**config.mk**
```make
export PLATFORM = sky130hd
export DESIGN_NAME = jk_seq_ctrl
export DESIGN_NICKNAME = d
export VERILOG_FILES = /design/src/rtl/jkseq_pkg.sv /design/src/rtl/jkseq_fifo.sv /design/src/rtl/jk_seq_ctrl.sv
export SDC_FILE = /design/constraint.sdc
export NUM_CORES = 1
export LEC_CHECK = 0
export ABC_CLOCK_PERIOD_IN_PS = 3100
export BUFFER_PORTS_ARGS = -buffer_cell sky130_fd_sc_hd__buf_2
export CORE_ASPECT_RATIO = 2
export CORE_MARGIN = 2
export CORE_UTILIZATION = 60
export CTS_BUF_LIST = sky130_fd_sc_hd__clkbuf_4
export DETAILED_ROUTE_END_ITERATION = 16
export PLACE_DENSITY = 0.78
export SLEW_MARGIN = 30
export SYNTH_ARGS = -nofsm -noshare
export SYNTH_HDL_FRONTEND = slang
export SYNTH_SLANG_ARGS = --single-unit
```
**constraint.sdc**
```tcl
create_clock -name clk -period 3.1 [get_ports clk]
set_input_delay 0.465 -clock clk [delete_from_list [all_inputs] [get_ports clk]]
set_output_delay 0.465 -clock clk [all_outputs]
set_load 0.02 [all_outputs]
```
**src/rtl/jkseq_pkg.sv**
```systemverilog
// JK sequencer shared types: op encodings, FIFO sizing and FSM states.
// Build option: JKSEQ_CHECK_EN enables the y_in/y_exp mismatch checker.
package jkseq_pkg;

  localparam int FIFO_DEPTH = 4;
  localparam int REP_W      = 4;
  localparam int OP_W       = 2;
  localparam int CMD_W      = OP_W + REP_W;

  // Bit 1 drives j, bit 0 drives k.
  typedef enum logic [OP_W-1:0] {
    OP_HOLD = 2'b00,
    OP_CLR  = 2'b01,
    OP_SET  = 2'b10,
    OP_TGL  = 2'b11
  } op_e;

  typedef enum logic [1:0] {
    S_IDLE  = 2'b00,
    S_ISSUE = 2'b01,
    S_DRAIN = 2'b10
  } state_e;

  typedef struct packed {
    op_e              op;
    logic [REP_W-1:0] rep;
  } cmd_t;

  function automatic logic next_jk(
    input logic j,
    input logic k,
    input logic y
  );
    logic r;
    r = y;
    unique case ({j, k})
      2'b10:   r = 1'b1;
      2'b01:   r = 1'b0;
      2'b11:   r = ~y;
      default: r = y;
    endcase
    return r;
  endfunction

endpackage

```
**src/rtl/jkseq_fifo.sv**
```systemverilog
// 4-deep command FIFO for the JK sequencer; caller never pushes when full
// nor pops when empty.
module jkseq_fifo
  import jkseq_pkg::*;
(
  input  logic clk,
  input  logic rst,
  input  logic push_i,
  input  logic pop_i,
  input  cmd_t wdata_i,
  output cmd_t rdata_o,
  output logic full_o,
  output logic empty_o
);

  localparam int PW = $clog2(FIFO_DEPTH);

  cmd_t          mem_q [FIFO_DEPTH];
  logic [PW-1:0] wptr_q;
  logic [PW-1:0] rptr_q;
  logic [PW:0]   cnt_q;

  always_ff @(posedge clk) begin
    if (push_i) mem_q[wptr_q] <= wdata_i;
  end

  always_ff @(posedge clk or negedge rst) begin
    if (!rst) begin
      wptr_q <= '0;
      rptr_q <= '0;
      cnt_q  <= '0;
    end else begin
      if (push_i) wptr_q <= wptr_q + 1'b1;
      if (pop_i)  rptr_q <= rptr_q + 1'b1;
      unique case ({push_i, pop_i})
        2'b10:   cnt_q <= cnt_q + 1'b1;
        2'b01:   cnt_q <= cnt_q - 1'b1;
        default: cnt_q <= cnt_q;
      endcase
    end
  end

  assign rdata_o = mem_q[rptr_q];
  assign full_o  = (cnt_q == (PW+1)'(FIFO_DEPTH));
  assign empty_o = (cnt_q == '0);

endmodule

```
**src/rtl/jk_seq_ctrl.sv**
```systemverilog
// Queued JK-cell command sequencer with predicted state and optional
// mismatch checker (JKSEQ_CHECK_EN).
module jk_seq_ctrl
  import jkseq_pkg::*;
(
  input  logic             clk,
  input  logic             rst,
  input  logic             cmd_valid,
  input  logic [OP_W-1:0]  cmd_op,
  input  logic [REP_W-1:0] cmd_rep,
  output logic             cmd_ready,
  output logic             j,
  output logic             k,
  input  logic             y_in,
  output logic             y_exp,
  output logic             busy,
  output logic             done,
  output logic             err
);

  state_e           state_q, state_d;
  logic [REP_W-1:0] cnt_q, cnt_d;
  logic             j_q, j_d;
  logic             k_q, k_d;
  logic             y_q, y_d;
  logic             push, pop, load;
  logic             full, empty;
  cmd_t             head;

  assign push = cmd_valid & ~full;

  jkseq_fifo u_fifo (
    .clk     (clk),
    .rst     (rst),
    .push_i  (push),
    .pop_i   (pop),
    .wdata_i (cmd_t'({cmd_op, cmd_rep})),
    .rdata_o (head),
    .full_o  (full),
    .empty_o (empty)
  );

  always_comb begin
    state_d = state_q;
    cnt_d   = cnt_q;
    j_d     = 1'b0;
    k_d     = 1'b0;
    load    = 1'b0;
    pop     = 1'b0;
    unique case (state_q)
      S_IDLE: load = ~empty;
      S_ISSUE: begin
        if (cnt_q != '0) begin
          cnt_d = cnt_q - 1'b1;
          j_d   = j_q;
          k_d   = k_q;
        end else if (!empty) begin
          load = 1'b1;
        end else begin
          state_d = S_DRAIN;
        end
      end
      S_DRAIN: state_d = S_IDLE;
      default: state_d = S_IDLE;
    endcase
    // Back-to-back reload keeps the FSM in ISSUE with no bubble.
    if (load) begin
      pop     = 1'b1;
      state_d = S_ISSUE;
      cnt_d   = head.rep;
      j_d     = head.op[1];
      k_d     = head.op[0];
    end
  end

  assign y_d = next_jk(j_q, k_q, y_q);

  always_ff @(posedge clk or negedge rst) begin
    if (!rst) begin
      state_q <= S_IDLE;
      cnt_q   <= '0;
      j_q     <= 1'b0;
      k_q     <= 1'b0;
      y_q     <= 1'b0;
    end else begin
      state_q <= state_d;
      cnt_q   <= cnt_d;
      j_q     <= j_d;
      k_q     <= k_d;
      y_q     <= y_d;
    end
  end

`ifdef JKSEQ_CHECK_EN
  logic chk_q;
  logic err_q;

  always_ff @(posedge clk or negedge rst) begin
    if (!rst) begin
      chk_q <= 1'b0;
      err_q <= 1'b0;
    end else begin
      chk_q <= j_q | k_q;
      err_q <= err_q | (chk_q & (y_in != y_q));
    end
  end

  assign err = err_q;
`else
  logic unused_y_in;
  assign unused_y_in = y_in;
  assign err = 1'b0;
`endif

  assign cmd_ready = ~full;
  assign j         = j_q;
  assign k         = k_q;
  assign y_exp     = y_q;
  assign busy      = (state_q != S_IDLE) | ~empty;
  assign done      = (state_q == S_DRAIN);

endmodule

```
==> results.sh <==
export IMPL_status="completed"
export IMPL_cts_resized_gates=0
export IMPL_yosys_warnings=0
export IMPL_layout_cells_most_common="edfxtp_1"
export IMPL_worstPathRequired_ns=3.36
export IMPL_grt_setup_unrepaired="no"
export IMPL_diodes=0
export IMPL_crit_path_max_fanout=5
export IMPL_drive_above_1_share=0.257
export IMPL_worst_slew_pin_slew_ns=0.530
export IMPL_start_kind="flop"
export IMPL_clkSinkCount=40
export IMPL_syn_cell_area_sq_um=1770
export IMPL_grt_max_degree=17
export IMPL_r2r_start="cnt_q[0]"
export IMPL_critical_path_arrival_ns=2.96
export IMPL_initial_utilization=0.618
export IMPL_wl_per_cell_um=16.5
export IMPL_via_count=975
export IMPL_worst_path_buf_inv=2
export IMPL_cts_root_buffer_cell="clkbuf_4"
export IMPL_postSynth_asyncResetShare=0.400
export IMPL_totalNegativeSetupSlack_ns=0
export IMPL_floorplan_io_pins=17
export IMPL_reg2reg_slack_ns=0.40
export IMPL_flow_area_growth_from_synthesis_pct=8.04
export IMPL_maxClockFrequency_mhz=371
export IMPL_critPathCaptureType="flop"
export IMPL_setup_violation_total_in_the_final_timing_report=0
export IMPL_cts_buffers=5
export IMPL_grt_antenna_before_repair=0
export IMPL_worst_path_largest_cell_delay_ns=0.42
export IMPL_grt_pass1_vias=1000
export IMPL_post_cts_hold_buffers=0
export IMPL_worstReg2RegEnd="u_fifo.cnt_q[2]"
export IMPL_synth_edf_count=24
export IMPL_worst_path_dominant_cell_family="adder cells"
export IMPL_detail_route_antenna_nets=0
export IMPL_hold_path_class="primary input to async pin"
export IMPL_io_buffers=14
export IMPL_maximum_level_of_the_cts_h_tree=2
export IMPL_cts_tree="yes"
export IMPL_std_cell_rows=28
export IMPL_worst_skew_pair_late_latency_ns=0.33
export IMPL_wirelength_um=2740
export IMPL_worstRegToRegCells=10
export IMPL_maximum_resistive_drop_on_vdd_uv=559
export IMPL_nets=153
export IMPL_synth_net_count=136
export IMPL_gp_congestion=0.796
export IMPL_drc_errors=0
export IMPL_first_iter_violations=26
export IMPL_globalRouteTotalUtil=0.194
export IMPL_netlist_top_cell_by_area="edfxtp_1"
export IMPL_average_via_count_per_standard_cell=5.87
export IMPL_post_cts_buffers=0
export IMPL_first_pass_grt_wire_length_um=4770
export IMPL_ys_seq_elements=40
export IMPL_path_clk_slew_ns=0.11
export IMPL_fill_cells=220
export IMPL_top_cells_by_area_synth="edfxtp_1, dfrtp_1, mux4_2"
export IMPL_synth_area_per_cell_sq_um=15.0
export IMPL_layout_worst_path_cycle_share=0.870
export IMPL_drt_pass_1_iters=4
export IMPL_yosysTopAreaCellShare=0.406
export IMPL_count_of_unique_library_cells_instantiated_by_yosys=38
export IMPL_globalRoute_totalOverflow=0
export IMPL_ctsLongestPathBuffers=2
export IMPL_leading_cell_types_in_the_layout_fill_and_taps_excluded="edfxtp_1, dfrtp_1, buf_2, inv_1, ha_1"
export IMPL_cap_violations=0
export IMPL_synth_top_flop_cell="edfxtp_1"
export IMPL_number_of_pins_exceeding_their_max_slew_limit_in_the_final_report=0
export IMPL_netlist_instances=118
export IMPL_power_density_cell_area_nw_per_um2=901
export IMPL_seq_area_frac_synth=0.632
export IMPL_hold_viol_final=0
export IMPL_fin_crit_ns=2.70
export IMPL_coreArea_sq_um=2870
export IMPL_clock_skew_ns=0.00705
export IMPL_die_width_um=42.5
export IMPL_critPathSlowestCell="dfrtp_1"
export IMPL_leakagePower_nw=0.780
export IMPL_total_power_consumption_mw=1.73
export IMPL_hpwlAfterDp_um=2020
export IMPL_floorplan_die_height_um=80.9
export IMPL_worst_setup_path_category="flop to flop"
export IMPL_timing_critical_path_cells="inv_1 -> ha_1 -> or3b_4 -> a211oi_4 -> ha_1 -> inv_1 -> fa_1 -> xor2_1 -> nor2_1 -> xor2_1"
export IMPL_max_slew_margin_rel=0.644
export IMPL_die_area_sq_um=3430
cell families (layout without fill, tap and decap cells):
logic type	count (synthesis)	in the layout	share of synthesized area
simple gates	25	25	0.0818
fa+ha+maj	8	8	0.0606
buf+inv	15	33	0.0360
other cells	1	1	0.00211
compound gates	16	16	0.0755
flops	40	40	0.632
mux	7	7	0.0825
xor+xnor	6	6	0.0296
synthesized netlist by cell type (all sizes together) (2+ instances only):
cell type and n:
a21oi 2, a221o 2, a22oi 3, and3 4
buf 2, clkbuf 2, dfrtp 16, edfxtp 24
ha 7, inv 11, mux4 6, nand2 3
nor2 5, nor3 2, o21ai 2, o22a 2
or3 2, xnor2 3, xor2 3
per-layer routing:
metal / GRT usage / share of wire / up-vias
met5: 0 / 0 / -
li1: - / - / 463
met2: 0.320 / 0.54 / 30
met1: 0.246 / 0.40 / 476
met3: 0.0467 / 0.045 / 6
met4: 0.0750 / 0.018 / 0
layout make-up:
| cell class | count | area [sq um] | area share |
|---|---|---|---|
| Clock inverter | 2 | 12.5 | 0.00653 |
| Tap cell | 30 | 37.5 | 0.0196 |
| Sequential cell | 40 | 1120 | 0.585 |
| Clock buffer | 6 | 45.0 | 0.0235 |
| Multi-Input combinational cell | 63 | 589 | 0.307 |
| Timing Repair Buffer | 14 | 70.1 | 0.0366 |
| Inverter | 11 | 41.3 | 0.0215 |
registers in the layout, summed over array words and instances, names as in the netlist:
name and flops:
u_fifo.mem_q 24, cnt_q 4, u_fifo.cnt_q 3, state_q 2, u_fifo.rptr_q 2, u_fifo.wptr_q 2
j 1, k 1, y_exp 1
power by group:
| part | switching [mW] | internal, mW |
|---|---|---|
| sequential | 0.142 | 0.734 |
| clock | 0.155 | 0.0963 |
| combinational | 0.295 | 0.306 |
worst max path at each step:
stage	from	to	slack, ns	cells past startpoint
4_1_cts	cnt_q[0]	u_fifo.cnt_q[2]	0.40	10
2_1_floorplan	cnt_q[0]	u_fifo.cnt_q[2]	0.65	10
6_report	cnt_q[0]	u_fifo.cnt_q[2]	0.40	10
3_3_place_gp	cnt_q[0]	u_fifo.cnt_q[2]	0.49	10
3_5_place_dp	cnt_q[0]	u_fifo.cnt_q[2]	0.43	10
5_1_grt	cnt_q[0]	u_fifo.cnt_q[2]	0.22	10
through the flow:
step | util | instance area [sq um] | setup slack, ns | hold slack, ns | cells
after floorplan | - | 1770 | 0.653 | 0.169 | 118
after global placement | 0.647 | 1860 | 0.491 | 0.390 | 158
after detailed placement | 0.647 | 1860 | 0.433 | 0.399 | 158
after CTS | 0.667 | 1920 | 0.397 | 0.0246 | 166
after global routing | 0.667 | 1920 | 0.223 | 0.0192 | 166
final | 0.667 | 1920 | 0.402 | 0.0244 | 166
Power figures use the tool's default switching activity.
